**src/rtl/shift_frame_loader.sv**
```systemverilog
// Serializes a parallel frame into the display shift register, MSB first, one step every DIV
// clocks, with a valid/ready handshake toward the frame source.
module shift_frame_loader #(
    parameter int unsigned WIDTH = 256,
    parameter int unsigned DIV   = 1
) (
    input  logic             clk_i,
    input  logic             rst_i,
    input  logic [WIDTH-1:0] frame_i,
    input  logic             frame_valid_i,
    output logic             frame_ready_o,
    input  logic             hold_i,
    output logic             shift_en_o,
    output logic             shift_in_o,
    output logic             busy_o,
    output logic             done_o
);
    localparam int unsigned CntW = $clog2(WIDTH + 1);
    localparam int unsigned DivW = $clog2(DIV + 1);
    localparam logic [CntW-1:0] CntLast = CntW'(WIDTH - 1);
    localparam logic [DivW-1:0] DivLast = DivW'(DIV - 1);

    typedef enum logic [1:0] {StIdle, StShift, StFinish} state_e;

    state_e           state_q, state_d;
    logic [WIDTH-1:0] buf_q, buf_d;
    logic [CntW-1:0]  cnt_q, cnt_d;
    logic [DivW-1:0]  div_q, div_d;
    logic             shift_en_q, shift_en_d;
    logic             shift_in_q, shift_in_d;
    logic             done_q, done_d;

    always_ff @(posedge clk_i or posedge rst_i) begin
        if (rst_i) begin
            state_q    <= StIdle;
            buf_q      <= '0;
            cnt_q      <= '0;
            div_q      <= '0;
            shift_en_q <= 1'b0;
            shift_in_q <= 1'b0;
            done_q     <= 1'b0;
        end else begin
            state_q    <= state_d;
            buf_q      <= buf_d;
            cnt_q      <= cnt_d;
            div_q      <= div_d;
            shift_en_q <= shift_en_d;
            shift_in_q <= shift_in_d;
            done_q     <= done_d;
        end
    end

    always_comb begin
        state_d    = state_q;
        buf_d      = buf_q;
        cnt_d      = cnt_q;
        div_d      = div_q;
        shift_en_d = 1'b0;
        shift_in_d = shift_in_q;
        done_d     = 1'b0;
        unique case (state_q)
            StIdle: begin
                if (frame_valid_i) begin
                    buf_d   = frame_i;
                    cnt_d   = '0;
                    div_d   = '0;
                    state_d = StShift;
                end
            end
            StShift: begin
                // HOLD freezes the divider, so every later step slips by one cycle.
                if (!hold_i) begin
                    if (div_q == DivLast) begin
                        shift_en_d = 1'b1;
                        shift_in_d = buf_q[WIDTH-1];
                        buf_d      = {buf_q[WIDTH-2:0], 1'b0};
                        cnt_d      = cnt_q + 1'b1;
                        div_d      = '0;
                        if (cnt_q == CntLast) begin
                            state_d = StFinish;
                        end
                    end else begin
                        div_d = div_q + 1'b1;
                    end
                end
            end
            StFinish: begin
                done_d  = 1'b1;
                state_d = StIdle;
            end
            default: state_d = StIdle;
        endcase
    end

    assign frame_ready_o = (state_q == StIdle);
    assign busy_o        = (state_q == StShift);
    assign shift_en_o    = shift_en_q;
    assign shift_in_o    = shift_in_q;
    assign done_o        = done_q;

endmodule

```
**config.mk**
```make
export PLATFORM = sky130hd
export DESIGN_NAME = shift_frame_loader
export DESIGN_NICKNAME = d
export VERILOG_FILES = /design/src/rtl/shift_frame_loader.sv
export SDC_FILE = /design/constraint.sdc
export NUM_CORES = 1
export LEC_CHECK = 0
export CORE_MARGIN = 2
export CORE_UTILIZATION = 25
export DETAILED_ROUTE_END_ITERATION = 16
export PLACE_DENSITY_LB_ADDON = 0.15
export SLEW_MARGIN = 20
export SYNTH_ARGS = -nofsm -noshare
export SYNTH_HDL_FRONTEND = slang
export SYNTH_SLANG_ARGS = --single-unit
```
**constraint.sdc**
```tcl
create_clock -name clk_i -period 16.7 [get_ports clk_i]
set_input_delay 1.67 -clock clk_i [delete_from_list [all_inputs] [get_ports clk_i]]
set_output_delay 1.67 -clock clk_i [all_outputs]
set_load 0.02 [all_outputs]
```
# Yosys cells after proc, flatten, opt, wreduce, memory -nomap -nowiden
# Index checks and enable logic that the tools add are counted.
totals:
  in_bits: 260
  reg_bits: 271
  elab_cells: 45
op_classes:
  n_eq_ne: 7
  muxes: 21
  bitwise_logic: 2
  n_addsub: 2
  n_reduce_logical: 6
op_table:
  columns: ["cell", "count"]
  rows:
  - ["$mux W256", 3]
  - ["$pmux W256 S2", 1]
  - ["$mux W9", 3]
  - ["$pmux W9 S2", 1]
  - ["$add A9 B1 Y9 const B", 1]
  - ["$eq A9 B8 Y1 const B", 1]
  - ["$mux W2", 4]
  - ["$reduce_and A4 Y1", 2]
  - ["$mux W1", 7]
  - ["$ne A2 B2 Y1 const B", 3]
  - ["$reduce_and A3 Y1", 2]
  - ["$pmux W2 S2", 1]
  - ["$eq A2 B1 Y1 const B", 1]
  - ["$eq A2 B2 Y1 const B", 1]
  - ["$logic_not A2 Y1", 1]
  - ["$ne A2 B1 Y1 const B", 1]
  - ["$not A1 Y1", 2]
  - ["$pmux W1 S2", 1]
  - ["$reduce_bool A2 Y1", 1]
  - ["$add A1 B1 Y1 const B", 1]

# Depth between registers and ports, before layout
logic_depth:
  depth_word: 5
  ltp_mapped: 7
  depth_no_buf: 5

# Worst setup path after synthesis
# Ideal clock, no wire load.
synth_timing:
  path_kind: "in2reg"
  startpoint: "input port frame_valid_i"
  endpoint: "register buf_q[100]"
  n_path_buf: 3
  setup_ps: 130
  setup_slack_ps: 13862
  t_arrival_ps: 2708
  cell_stages: 6
  cell_sequence: "or3b_1 -> buf_2 -> nand2_1 -> buf_2 -> buf_2 -> a31oi_1"
synth_via:
  elab_chain_len: 2
synth_lines:
  columns: ["item", "line", "source"]
  rows:
  - ["from (decl)", "10", "input logic frame_valid_i,"]
  - ["$ne A2 B2 Y1 (no source line)", null, null]
  - ["$reduce_and A4 Y1 (no source line)", null, null]
  - ["to (signal assigned)", "44", "buf_q <= buf_d;"]
  - ["to (decl)", "26", "logic [WIDTH-1:0] buf_q, buf_d;"]
# No other way between the ends.
# A chain may end at the register's enable or synchronous reset.

# Worst setup path in the final report
layout_timing:
  startpoint: "register state_q[0]"
  endpoint: "output port busy_o"
layout_via:
  elab_chain_len: 1
layout_lines:
  columns: ["item", "line", "source"]
  rows:
  - ["from (decl)", "25", "state_e state_q, state_d;"]
  - ["from (signal assigned)", "35", "state_q <= StIdle;"]
  - ["from (signal assigned)", "43", "state_q <= state_d;"]
  - ["$eq A2 B1 Y1", "96", "assign busy_o = (state_q == StShift);"]
  - ["to (decl)", "15", "output logic busy_o,"]
# No other way between the ends.

==> reports/metrics.yaml <==
outcome:
  status: "complete, no violations"
final_layout:
  synthToLayoutAreaGrowth_pct: 32.7
  seq_area_mm2: 0.00676
  fill_cells: 5292
  fin_area_mm2: 0.0167
  multiInputGateArea_mm2: 0.00511
  fin_nets: 1921
  drive_gt1_share_pct: 4.28
power:
  leakage_uw: 0.00674
  finalPower_uw: 1880
  ir_drop_mv: 0.0508
  powerDensity_mw_per_mm2: 113
timing:
  fmax_mhz: 219
  maxSlewViolCount: 0
  rsz0062_at_grt: "false"
  finalSetupViolations: 0
  period_minus_slack_ps: 4570
  finalClockSkew_ps: 12.9
  tightest_slew_ps: 1180
  relSlewSlack_pct: 21.1
  tns_ps: 0
  finalCritPeriodShare_pct: 27.4
  setup_slack_ps: 12130
  hold_viol: 0
  hold_ws_ps: 474
grt:
  grt_overflow: 0
  met3_usage_pct: 3.84
  grt_max_degree: 209
  busiest_layer: "met2"
  first_global_vias: 11700
  track_usage_pct: 15.1
  grt_pass1_wl_um: 65000
  use_met2_pct: 22.8
  use_met1_pct: 21.6
  antenna_found_initial: 4
clock_network:
  ctsHoldBuffers: 0
  cts.repair.resized: 0
  htree_levels: 2
  clkSinkCount: 270
  clk_pin_slew_ps: 60
  postCtsSetupRepairBufs: 0
  cts_made_buffers: 35
  cts_buffer_depth: 3
  clk_latency_ps: 520
  cts_root_buf: "clkbuf_16"
  cts_tree: "done"
logic_synthesis:
  synth_flop_cell: "dfrtp_1"
  async_flop_share_pct: 100
  yosys.area.top_type: "dfrtp_1"
  synth_edf_count: 0
  synth_area_leaders: "dfrtp_1 54%, nand2_1 15%, a31oi_1 13%"
  synth_area_per_cell_um2: 8.46
  synth_seq_cells: 270
  yosys.area.top_type_share_pct: 53.7
  netlist_area_mm2: 0.0126
  synth_common_cells: "518 x nand2_1, 270 x dfrtp_1, 255 x a31oi_1, 255 x nor3_1, 80 x clkbuf_1"
  synth_warnings: 0
  yosys.cell_count.top_type: "nand2_1"
  synthesis.nets: 1750
  synth_seq_area_share_pct: 53.7
  synth_cell_type_count: 30
  synth_cells: 1488
min_path:
  min_path_type: "reg2reg"
route:
  vias: 11600
  wire_per_inst_um: 16.8
  wirelength_um: 39500
  drt_pre_antenna_iters: 5
  vias_per_cell: 4.90
  detail-route-antenna-nets: 0
  drt_iter0_markers: 1028
  drc: 0
critical_path:
  required_ps: 15030
  path_max_fanout: 117
  crit_type: "reg2out"
  cp-end-kind: "output pin"
  cp_slowest_cell: "clkdlybuf4s50_1"
  startpoint_type: "flop"
  cp.arrival_ps: 2900
  critPathTopFamily: "buffers and inverters"
  cpPeakStageDelay_ps: 740
  path_buf_inv: 2
  path_cells: "nand2b_4, inv_8, clkdlybuf4s50_1"
placement:
  dp_slack_ps: 11630
  post_dp_cell_area_mm2: 0.0155
  place_congestion: 0.725
  dp_hpwl_um: 23200
  portBuffers: 264
job:
  drv_cap: 0
floorplanning:
  die_h_um: 228
  start_util_pct: 25.2
  die_w_um: 228
  io_pins: 265
  core_mm2: 0.0500
  fp.dieArea_mm2: 0.0522
  num_rows: 82
report_power, final:
part	switching [µW]	internal [µW]	leakage, µW
sequential	67.1	776	0.00271
clock	292	471	0.000573
combinational	126	145	0.00345
metrics by stage:
| step | std cells | util [%] |
|---|---|---|
| after floorplan | 1488 | - |
| after global placement | 2293 | 31.0 |
| after detailed placement | 2293 | 31.0 |
| after CTS | 2355 | 33.4 |
| after global routing | 2356 | 33.4 |
| final | 2357 | 33.4 |
tightest hold or removal path: cells and delay by family (launching register included):
family	cells	cell delay, ps
DFF	1	340
and+or+nand+nor	2	100
cells by family (layout without fill, tap and decap cells):
| logic type | count (synthesis) | in the layout | share of synthesized area, % |
|---|---|---|---|
| flops | 270 | 270 | 53.7 |
| mux | 3 | 3 | 0.239 |
| other cells | 0 | 1 | 0 |
| fa+ha+maj | 2 | 2 | 0.199 |
| buf+inv | 150 | 346 | 5.86 |
| compound gates | 269 | 269 | 13.4 |
| simple gates | 794 | 794 | 26.6 |
placed cells by master, fill, tap and decap left out, types with 2 or more instances in the layout:
master / netlist / layout
or3_1: 2 / 2
clkbuf_8: 0 / 8
clkbuf_16: 0 / 37
nor3_1: 255 / 255
or3b_1: 2 / 2
nand2b_1: 4 / 3
a211oi_1: 2 / 2
clkinv_2: 1 / 4
clkdlybuf4s50_1: 0 / 264
mux2i_1: 3 / 3
bufinv_16: 0 / 2
a22o_1: 2 / 2
inv_1: 5 / 3
nand3_1: 2 / 2
inv_8: 0 / 3
nand2_1: 518 / 517
buf_4: 10 / 12
dfrtp_1: 270 / 270
and3_1: 3 / 3
o21ai_0: 3 / 3
a31oi_1: 255 / 255
clkbuf_1: 80 / 10
a21oi_1: 3 / 3
ha_1: 2 / 2
nor2_1: 4 / 4
worst paths after layout:
| check | startpoint | end | slack, ps | cells after the start |
|---|---|---|---|---|
| hold / removal | buf_q[255]$_DFFE_PP0P_ | shift_in_o$_DFFE_PP0P_ | 470 | 2 |
| setup reg to reg | state_q[0]$_DFFE_PP0P_ | buf_q[129]$_DFFE_PP0P_ | 12940 | 6 |
| min in group asynchronous | rst_i | buf_q[135]$_DFFE_PP0P_ | 1680 | 2 |
| hold reg to reg | buf_q[255]$_DFFE_PP0P_ | shift_in_o$_DFFE_PP0P_ | 470 | 2 |
| setup / recovery | state_q[0]$_DFFE_PP0P_ | busy_o | 12130 | 3 |
| max in group asynchronous | rst_i | buf_q[99]$_DFFE_PP0P_ | 13650 | 3 |
final cells by class:
type | instances | area share, %
Inverter | 6 | 0.270
Timing Repair Buffer | 278 | 16.6
Multi-Input combinational cell | 1068 | 30.6
Antenna cell | 1 | 0.0150
Sequential cell | 270 | 40.5
Clock buffer | 55 | 6.43
Tap cell | 672 | 5.03
Clock inverter | 7 | 0.532
layer usage:
metal	up-vias	share of wire, %
met2	278	44
met3	56	5.7
li1	5541	-
met4	6	1.8
met5	-	0.10
met1	5679	48
state kept, by name (all words and copies together) (netlist names):
signal      cells
buf_q         256
cnt_q           9
state_q         2
done_o          1
shift_en_o      1
shift_in_o      1
(Power assumes the default switching activity.)
